<file path="config.mk">
export PLATFORM = sky130hd
export DESIGN_NAME = pattern_detect_ar
export DESIGN_NICKNAME = d
export VERILOG_FILES = /design/src/rtl/pattern_detect_ar.sv
export SDC_FILE = /design/constraint.sdc
export NUM_CORES = 1
export LEC_CHECK = 0
export CAP_MARGIN = 40
export CORE_MARGIN = 2
export CORE_UTILIZATION = 15
export CTS_CLUSTER_DIAMETER = 60
export CTS_CLUSTER_SIZE = 25
export DETAILED_ROUTE_END_ITERATION = 10
export GPL_ROUTABILITY_DRIVEN = 1
export PLACE_DENSITY = 0.77
export RECOVER_POWER = 50
export SLEW_MARGIN = 5
export SYNTH_ARGS = -nofsm -noshare
export SYNTH_HDL_FRONTEND = slang
export SYNTH_SLANG_ARGS = --single-unit
</file>
<file path="constraint.sdc">
create_clock -name clk -period 1.21 [get_ports clk]
set_input_delay 0.242 -clock clk [delete_from_list [all_inputs] [get_ports clk]]
set_output_delay 0.242 -clock clk [all_outputs]
set_load 0.02 [all_outputs]
</file>
<file path="src/rtl/pattern_detect_ar.sv">
// Masked pattern / pattern-bar detector with cep-qualified overflow history and P-register autoreset.
// Define PATDET_STATS_EN to build the sticky ov/un flags and the saturating match counter.
module pattern_detect_ar #(
    parameter int                         WIDTH            = 48,
    parameter int                         NUM_PAT          = 4,
    parameter logic [NUM_PAT*WIDTH-1:0]   PATTERNS         = '0,
    parameter logic [NUM_PAT*WIDTH-1:0]   MASKS            = '0,
    parameter string                      SEL_PATTERN      = "PATTERN",
    parameter string                      SEL_MASK         = "MASK",
    parameter int                         P_REG            = 1,
    parameter string                      AUTORESET_PATDET = "NO_RESET",
    parameter int                         CNT_WIDTH        = 16
) (
    input  logic                         clk,
    input  logic                         rstp,
    input  logic                         cep,
    input  logic [WIDTH-1:0]             p,
    input  logic [WIDTH-1:0]             c,
    input  logic [$clog2(NUM_PAT)-1:0]   pat_sel,
    input  logic                         clr_stat,
    output logic                         pd,
    output logic                         pbd,
    output logic                         ov_f,
    output logic                         un_f,
    output logic                         autoreset,
    output logic                         ov_sticky,
    output logic                         un_sticky,
    output logic [CNT_WIDTH-1:0]         match_cnt
);

    logic [WIDTH-1:0] pat_tbl_s  [NUM_PAT];
    logic [WIDTH-1:0] mask_tbl_s [NUM_PAT];
    logic [WIDTH-1:0] pat_s;
    logic [WIDTH-1:0] mask_s;
    logic             pd_d_s;
    logic             pbd_d_s;
    logic             ar_cond_s;
    logic             pd_past_r;
    logic             pbd_past_r;
    logic             autoreset_r;
    logic             unused_s;

    for (genvar gi = 0; gi < NUM_PAT; gi++) begin : g_tbl
        assign pat_tbl_s[gi]  = PATTERNS[gi*WIDTH +: WIDTH];
        assign mask_tbl_s[gi] = MASKS[gi*WIDTH +: WIDTH];
    end

    if (SEL_PATTERN == "C") begin : g_pat_c
        assign pat_s = c;
    end else begin : g_pat_tbl
        assign pat_s = pat_tbl_s[pat_sel];
    end

    // Rounding modes ignore the bits above the rounding point carried in c
    if (SEL_MASK == "C") begin : g_mask_c
        assign mask_s = c;
    end else if (SEL_MASK == "ROUNDING_MODE1") begin : g_mask_rm1
        assign mask_s = {~c[WIDTH-2:0], 1'b0};
    end else if (SEL_MASK == "ROUNDING_MODE2") begin : g_mask_rm2
        assign mask_s = {~c[WIDTH-3:0], 2'b00};
    end else begin : g_mask_tbl
        assign mask_s = mask_tbl_s[pat_sel];
    end

    assign pd_d_s  = &(~(p ^ pat_s) | mask_s);
    assign pbd_d_s = &(~(p ^ ~pat_s) | mask_s);

    if (P_REG == 1) begin : g_preg
        logic pd_r;
        logic pbd_r;
        // Detect flag register, advancing only on enabled edges
        always_ff @(posedge clk) begin
            if (rstp) begin
                pd_r  <= 1'b0;
                pbd_r <= 1'b0;
            end else if (cep) begin
                pd_r  <= pd_d_s;
                pbd_r <= pbd_d_s;
            end
        end
        assign pd  = pd_r;
        assign pbd = pbd_r;
    end else begin : g_comb
        assign pd  = pd_d_s;
        assign pbd = pbd_d_s;
    end

    if (AUTORESET_PATDET == "RESET_MATCH") begin : g_ar_match
        assign ar_cond_s = pd;
    end else if (AUTORESET_PATDET == "RESET_NOT_MATCH") begin : g_ar_nmatch
        assign ar_cond_s = pd_past_r & ~pd;
    end else begin : g_ar_none
        assign ar_cond_s = 1'b0;
    end

    // Flag history and autoreset request; history is wiped after a request so the
    // P-register reset it causes cannot look like an overflow/underflow
    always_ff @(posedge clk) begin
        if (rstp) begin
            pd_past_r   <= 1'b0;
            pbd_past_r  <= 1'b0;
            autoreset_r <= 1'b0;
        end else if (cep) begin
            autoreset_r <= ar_cond_s;
            if (autoreset_r) begin
                pd_past_r  <= 1'b0;
                pbd_past_r <= 1'b0;
            end else begin
                pd_past_r  <= pd;
                pbd_past_r <= pbd;
            end
        end else begin
            autoreset_r <= 1'b0;
        end
    end

    assign ov_f      = pd_past_r & ~pd & ~pbd;
    assign un_f      = pbd_past_r & ~pd & ~pbd;
    assign autoreset = autoreset_r;

`ifdef PATDET_STATS_EN
    logic                 ov_sticky_r;
    logic                 un_sticky_r;
    logic [CNT_WIDTH-1:0] match_cnt_r;

    // Sticky flags and saturating match counter; clr_stat beats set/increment
    always_ff @(posedge clk) begin
        if (rstp || clr_stat) begin
            ov_sticky_r <= 1'b0;
            un_sticky_r <= 1'b0;
            match_cnt_r <= '0;
        end else if (cep) begin
            if (ov_f) begin
                ov_sticky_r <= 1'b1;
            end
            if (un_f) begin
                un_sticky_r <= 1'b1;
            end
            if (pd && (match_cnt_r != {CNT_WIDTH{1'b1}})) begin
                match_cnt_r <= match_cnt_r + {{(CNT_WIDTH-1){1'b0}}, 1'b1};
            end
        end
    end

    assign ov_sticky = ov_sticky_r;
    assign un_sticky = un_sticky_r;
    assign match_cnt = match_cnt_r;
`else
    assign ov_sticky = 1'b0;
    assign un_sticky = 1'b0;
    assign match_cnt = '0;
`endif

    // c only feeds the detector for C/rounding selections; clr_stat only with stats built
    assign unused_s = ^{c, clr_stat};

endmodule

</file>
Word level (Yosys, flattened, before mapping)
Index checks and enable logic that the tools add are counted.
- register bits: 4
- bits in latches: 0
- memory bits (writable): 0
- memory bits (read-only): 0
- input bits: 102
- output and inout bits: 23
- memories: 0
- $add $sub $neg: 0
- multipliers: 0
- divide/modulo/power cells: 0
- order comparisons: 1
- equal/unequal tests: 0
- shifts and indexed selects: 0
- muxes and demuxes: 3
- bitwise logic cells: 14
- reductions and logical operators: 2
- operators by type and width (cell ; number):
    $not 48->48 ; 3
    $bmux 48 s2 ; 1
    $mux 48 ; 2
    $or 48x48->48 ; 2
    $reduce_and 48->1 ; 2
    $xor 48x48->48 ; 2
    $and 1x1->1 ; 4
    $ge 3x3->1 const B ; 1
    $not 2->3 ; 1
    $not 1->1 ; 2

Logic depth before layout (Yosys ltp)
Gate-level depths: netlist (run 1).
- depth after elaboration: 9
- mapped depth: 3

Worst setup path after synthesis (run 1)
OpenSTA, ideal clock, no wires.
- path type: input to register
- from: input port p[25]
- to: register g_preg.pbd_r, in the netlist pbd
- library setup time: 0.096 ns
- arrival time: 1.148 ns
- path slack: -0.033 ns
- stages on the path: 3
- buffers on the path: 0
- cells stage by stage: nand4_1 or4_1 o41ai_2
- word-level cells in the longest chain between the ends: 4
- RTL lines (what ; RTL line ; source):
    start: declaration ; 17 ; input logic [WIDTH-1:0] p,
    $xor 48x48->48 ; 66 ; assign pbd_d_s = &(~(p ^ ~pat_s) | mask_s);
    $not 48->48 ; 66 ;
    $or 48x48->48 ; 66 ;
    $reduce_and 48->1 ; 66 ;
    end signal: assignment ; 78 ; pbd_r <= pbd_d_s;
    end: declaration ; 70 ; logic pbd_r;
Every way passes these cells.
A chain may end at the register's enable or synchronous reset.

Worst setup path after layout (run 1)
- from: input port p[8]
- to: register g_preg.pbd_r, in the netlist pbd
The elaborated chain is that of the path after synthesis.

==> out/qor_table.md, run 1 <==
| Parameter | This run | Unit |
|---|---|---|
| Number of design-rule violations left by the first detailed-router iteration | 11 | - |
| Vias in the first global route | 715 | - |
| Final count of negative-setup-slack endpoints | 0 | - |
| Post-DP HPWL | 1550 | um |
| Wire length of the first global-routing pass | 2910 | um |
| Total of flip-flops plus latches after synthesis | 4 | - |
| Clock-pin transition on the worst setup and hold timing paths | 0.04 | ns |
| Clock tree skew after final layout | 0.00260 | ns |
| Initial antenna violation count | 0 | - |
| Total congestion overflow after global routing | 0 | - |
| Effective utilization at floorplan | 15.6 | % |
| Max Root-Sink Buffers | 2 | - |
| Post-Syn Area | 517 | um^2 |
| Highest ir drop seen on vdd | 0.000144 | V |
| Pin count of the biggest net entering global routing | 5 | - |
| Net total in the final layout | 232 | - |
| Clock H-tree levels | 1 | - |
| Pre-CTS worst setup slack | -0.580 | ns |
| Arrival time at the worst endpoint | 1.29 | ns |
| Aggregate negative setup slack | 0 | ns |
| # port buffers | 54 | - |
| Count of placed standard cells in the final layout, fillers left out | 174 | - |
| Top-level I/O count | 125 | - |
| Total routing usage reported by global routing | 9.26 | % |
| Storage cell area | 81.3 | um^2 |
| TritonCTS buffer count | 3 | - |
| Top delay family on crit path | simple AND/OR/NAND/NOR gates | - |
| Cell-by-cell trace of the critical path | clkdlybuf4s15_1, nand4_1, or4_4, o41ai_2 | - |
| Power density relative to cell area | 482 | nW/um^2 |
| Delay of the slowest cell on the worst path | 0.50 | ns |
| Number of remaining DRC errors | 0 | - |
| Count of endpoints failing hold in the final timing report | 0 | - |
| Fillers | 379 | - |
| Final Slew Violations | 0 | - |
| Tightest hold margin | 0.350 | ns |
| Required time of the worst setup path | 1.34 | ns |
| Combined area of the multi-input logic cells | 414 | um^2 |
| Pleak | 0.495 | nW |
| Floorplan die width | 62.7 | um |
| Busiest grt layer | met2 | - |
| Critical Path Sink Type | flop | - |
| Worst path slowest cell | sky130_fd_sc_hd__or4_4 | - |
| Fmax achieved | 0.858 | GHz |
| Buffer type at the clock tree root | sky130_fd_sc_hd__clkbuf_4 | - |
| Number of buffer and inverter instances along the worst setup path | 1 | - |
| Met2 routing resource usage after global routing | 15.2 | % |
| Fin worst setup slack | 0.0446 | ns |
| Worst Setup Path Type | input pin to flop | - |
| Synthesized instance count | 68 | - |
| Outcome | complete, no violations | - |
| Overall power consumption | 0.510 | mW |
| Post-CTS Hold Fix Bufs | 0 | - |
| Met3 track demand over resource in global routing | 3.78 | % |
| Detailed Routing Iterations Pass 1 | 3 | - |
| Layout Cell Area excl Fill | 1060 | um^2 |
| Area of the placeable core | 3310 | um^2 |
| Leading cell type in the layout, fill and taps excluded | sky130_fd_sc_hd__dlygate4sd2_1 | - |
| Fraction of the cycle the final worst path needs | 96.3 | % |
| Clock tree from TritonCTS | yes | - |
| Leading cell types in the layout, fill and taps excluded | sky130_fd_sc_hd__dlygate4sd2_1, sky130_fd_sc_hd__conb_1, sky130_fd_sc_hd__nand4_1 | - |
| Minimum clock period | 1.17 | ns |
| Share of cells above drive strength 1 | 28.1 | % |
| Die area | 3930 | um^2 |
| Wire length per cell | 9.95 | um |
| Met1 Resource Use GR | 10.2 | % |
| Antenna fix cells | 0 | - |
| Ys Warns | 0 | - |
| Highest fanout seen on the critical path | 2 | - |
| Number of placement rows | 21 | - |
| MaxCap Viol Count | 0 | - |
| Syn-to-layout area delta | 105 | % |
| Layout Utilization | 31.9 | % |
| Antenna viol nets, final | 0 | - |
| Total length of routed wires | 1730 | um |
| TritonCTS sink count | 4 | - |
| Proportion of synthesized chip area in sequential cells | 15.5 | % |
| Count of unique library cells instantiated by Yosys | 17 | - |
| Detailed-route via count | 719 | - |
| Placed Area | 1070 | um^2 |
| Mapped Avg Cell Area | 7.60 | um^2 |
| Worst skew pair latency | 0.23 | ns |
| Number of placed instances, taps included | 171 | - |
| Die Y | 62.7 | um |
| Vias per inst | 4.13 | - |
| Type of origin of the critical path | input pin | - |
| Post-CTS Setup Bufs | 0 | - |
| Kind of path behind the tightest hold check | input pin to flop | - |
| GP Congestion | 0.608 | - |
[layer usage]
| layer | wire length [um] | share of wire [%] |
|---|---|---|
| met5 | 0 | 0 |
| met4 | 0 | 0 |
| met3 | 243 | 14 |
| met2 | 818 | 47 |
| met1 | 668 | 39 |
[power by group]
part | total (mW) | internal, mW | switching, mW | leakage, nW
registers | 0.133 | 0.133 | 0 | 0.0327
clock network | 0.162 | 0.111 | 0.0515 | 0.0138
logic | 0.215 | 0.103 | 0.112 | 0.448
[worst register-to-register path: stages (launching register included)]
cell and delay, ns:
sky130_fd_sc_hd__dfxtp_1 0.33, sky130_fd_sc_hd__buf_4 0.15, sky130_fd_sc_hd__mux2i_1 0.12, sky130_fd_sc_hd__nor2_1 0.05
[logic make-up after synthesis]
group | after synthesis | synth area share (%)
AND/OR/NAND/NOR | 40 | 47.5
buffers and inverters | 19 | 27.6
flip-flops | 4 | 15.5
AO/OA/AOI/OAI | 2 | 4.84
multiplexers | 2 | 3.87
other | 1 | 0.726
[sequential cells by signal, summed over array words and instances (netlist names)]
signal      flops
pbd             1
pbd_past_r      1
pd              1
pd_past_r       1
[cell usage after synthesis (all sizes together)]
cell    n  share of area (%)
and4    1                1.7
buf    19                 28
conb    1               0.73
dfxtp   4                 15
mux2i   2                3.9
nand2   4                2.9
nand3   1               0.97
nand4  13                 17
nor2    3                2.2
nor2b   1                1.2
nor3b   2                2.9
nor4   12                 15
o41ai   2                4.8
or3     1                1.2
or4     2                2.9
[cell type report]
type / count / area share [%]
tap: 46 / 5.44
sequential: 4 / 7.69
clock buffer: 3 / 2.13
multi-input combinational: 63 / 39.2
timing repair buffer: 58 / 45.6
[final timing paths]
kind                   start          to  slack (ns)  depth (start not counted)
setup / recovery        p[8]         pbd        0.04                          4
hold / removal          p[0]          pd        0.35                          4
setup reg to reg          pd   pd_past_r        0.45                          3
hold reg to reg   pbd_past_r  pbd_past_r        0.49                          2
[repair_timing]
item / in CTS / in global routing
pin swaps: 13 / 11
resized for setup: 77 / 37
hold endpoints to repair: 0 / 0
setup endpoints to repair: 6 / 5
(Power assumes the default switching activity.)
==> run 2: changes to the inputs <==
CTS_BUF_LIST = sky130_fd_sc_hd__clkbuf_8 sky130_fd_sc_hd__clkbuf_16   (was default)
==> out/qor_table.md, run 2 (synthesis gave the netlist of run 1 again) <==
| Parameter | This run | Unit | vs previous |
|---|---|---|---|
| Arrival time at the worst endpoint | 1.29 | ns | about the same |
| Worst Setup Path Type | input pin to flop | - | unchanged |
| TritonCTS buffer count | 3 | - | unchanged |
| Detailed Routing Iterations Pass 1 | 4 | - | was 3 |
| Detailed-route via count | 723 | - | was 719 |
| Wire length per cell | 10.3 | um | was 9.95 um |
| Count of endpoints failing hold in the final timing report | 0 | - | unchanged |
| Fmax achieved | 0.851 | GHz | was 0.858 GHz |
| Number of design-rule violations left by the first detailed-router iteration | 14 | - | was 11 |
| Syn-to-layout area delta | 104 | % | was 105% |
| Antenna fix cells | 0 | - | unchanged |
| Post-CTS Hold Fix Bufs | 0 | - | unchanged |
| Delay of the slowest cell on the worst path | 0.43 | ns | was 0.50 ns |
| Fillers | 385 | - | was 379 |
| Die area | 3930 | um^2 | unchanged |
| Top delay family on crit path | simple AND/OR/NAND/NOR gates | - | unchanged |
| Setup repair after global routing missed its margin | true | - |  |
| Highest fanout seen on the critical path | 2 | - | unchanged |
| MaxCap Viol Count | 0 | - | unchanged |
| Wire length of the first global-routing pass | 2950 | um | was 2910 um |
| Top-level I/O count | 125 | - | unchanged |
| Floorplan die width | 62.7 | um | unchanged |
| Clock H-tree levels | 1 | - | unchanged |
| Total length of routed wires | 1790 | um | was 1730 um |
| Required time of the worst setup path | 1.32 | ns | was 1.34 ns |
| Post-CTS Setup Bufs | 0 | - | unchanged |
| Total routing usage reported by global routing | 9.44 | % | was 9.26% |
| Minimum clock period | 1.18 | ns | was 1.17 ns |
| Final Slew Violations | 0 | - | unchanged |
| Buffer type at the clock tree root | sky130_fd_sc_hd__clkbuf_8 | - | was sky130_fd_sc_hd__clkbuf_4 |
| Type of origin of the critical path | input pin | - | unchanged |
| Critical Path Sink Type | flop | - | unchanged |
| Number of placement rows | 21 | - | unchanged |
| Worst skew pair latency | 0.21 | ns | was 0.23 ns |
| Fin worst setup slack | 0.0344 | ns | was 0.0446 ns |
| Final count of negative-setup-slack endpoints | 0 | - | unchanged |
| Aggregate negative setup slack | 0 | ns | unchanged |
| Count of placed standard cells in the final layout, fillers left out | 174 | - | unchanged |
| Kind of path behind the tightest hold check | input pin to flop | - | unchanged |
| Net total in the final layout | 232 | - | unchanged |
| Post-DP HPWL | 1550 | um | unchanged |
| Clock tree skew after final layout | 0.0000603 | ns | was 0.00260 ns |
| Die Y | 62.7 | um | unchanged |
| Total congestion overflow after global routing | 0 | - | unchanged |
| Vias per inst | 4.16 | - | was 4.13 |
| Pre-CTS worst setup slack | -0.580 | ns | unchanged |
| Fraction of the cycle the final worst path needs | 97.2 | % | was 96.3% |
| Initial antenna violation count | 0 | - | unchanged |
| Number of placed instances, taps included | 171 | - | unchanged |
| Pleak | 0.490 | nW | was 0.495 nW |
| Antenna viol nets, final | 0 | - | unchanged |
| Pin count of the biggest net entering global routing | 5 | - | unchanged |
| Vias in the first global route | 722 | - | was 715 |
| Leading cell type in the layout, fill and taps excluded | sky130_fd_sc_hd__dlygate4sd2_1 | - | unchanged |
| # port buffers | 54 | - | unchanged |
| GP Congestion | 0.608 | - | unchanged |
| Leading cell types in the layout, fill and taps excluded | sky130_fd_sc_hd__dlygate4sd2_1, sky130_fd_sc_hd__conb_1, sky130_fd_sc_hd__clkbuf_2 | - | was sky130_fd_sc_hd__dlygate4sd2_1, sky130_fd_sc_hd__conb_1, sky130_fd_sc_hd__nand4_1 |
| Area of the placeable core | 3310 | um^2 | unchanged |
| Effective utilization at floorplan | 15.6 | % | unchanged |
| Number of remaining DRC errors | 0 | - | unchanged |
| Highest ir drop seen on vdd | 0.000196 | V | was 0.000144 V |
| Power density relative to cell area | 588 | nW/um^2 | was 482 nW/um^2 |
| Outcome | complete, no violations | - | unchanged |
| Clock tree from TritonCTS | yes | - | unchanged |
| TritonCTS sink count | 4 | - | unchanged |
| Worst path slowest cell | sky130_fd_sc_hd__or4_4 | - | unchanged |
| Share of cells above drive strength 1 | 32.8 | % | was 28.1% |
| Cell-by-cell trace of the critical path | dlygate4sd2_1, nand4_1, or4_4, o41ai_2 | - | was clkdlybuf4s15_1, nand4_1, or4_4, o41ai_2 |
| Placed Area | 1070 | um^2 | unchanged |
| Max Root-Sink Buffers | 2 | - | unchanged |
| Number of buffer and inverter instances along the worst setup path | 1 | - | unchanged |
| Clock-pin transition on the worst setup and hold timing paths | 0.03 | ns | was 0.04 ns |
| Layout Cell Area excl Fill | 1050 | um^2 | was 1060 um^2 |
[run 2: changes by cell type in the layout (fill, tap and decap cells not counted), moves of 2 or more]
cell,change
sky130_fd_sc_hd__dlymetal6s2s_1,-2
sky130_fd_sc_hd__clkbuf_2,+3
sky130_fd_sc_hd__buf_2,+2
sky130_fd_sc_hd__clkbuf_8,+3
sky130_fd_sc_hd__clkdlybuf4s15_1,-4
sky130_fd_sc_hd__clkbuf_4,-3
sky130_fd_sc_hd__dlygate4sd2_1,+2
[run 2: tightest hold or removal path: stages]
cell                             delay [ns]
sky130_fd_sc_hd__dlymetal6s2s_1        0.11
sky130_fd_sc_hd__nor4_2                0.05
sky130_fd_sc_hd__nand2_1               0.06
sky130_fd_sc_hd__o41ai_2               0.07
[run 2: metrics by stage]
stage                     hold slack, ns  utilization [%]  total power [mW]
final                              0.373             31.9             0.621
after detailed placement           0.483             32.3             0.396
after floorplan                    0.314                -             0.250
after global routing               0.405             31.9             0.660
after CTS                          0.418             32.2             0.630
after global placement             0.481             32.3             0.392
[run 2: final timing paths]
| kind | endpoint | start | slack (ns) | cells past startpoint |
|---|---|---|---|---|
| min reg2reg | pbd_past_r | pbd_past_r | 0.48 | 2 |
| min | pd | p[19] | 0.37 | 4 |
| max reg2reg | pbd_past_r | pbd | 0.44 | 3 |
| max | pbd | p[43] | 0.03 | 4 |
[run 2: where the power goes]
part           internal, mW  switching [mW]  leakage (nW)
clock network         0.212          0.0633        0.0216
logic                0.0984           0.114         0.435
registers             0.133               0        0.0327
total                 0.443           0.178         0.490
[run 2: timing repair]
| item | CTS | global route |
|---|---|---|
| pin swaps | 15 | 9 |
| endpoints found under the setup margin | 6 | 6 |
| resized for setup | 84 | 41 |
[run 2: cell type report]
type                    instances  area, um^2  area share (%)
well taps                      46        57.6            5.46
clock buffers                   3        41.3            3.91
repair buffers                 58         449            42.6
multi-input cells              63         425            40.3
flip-flops and latches          4        81.3            7.71
[run 2: per-layer routing]
metal,part of all wire (%),GRT usage [%]
met3,14,3.06
met4,1.1,5.83
met5,0,0
met2,46,16.3
met1,39,9.93
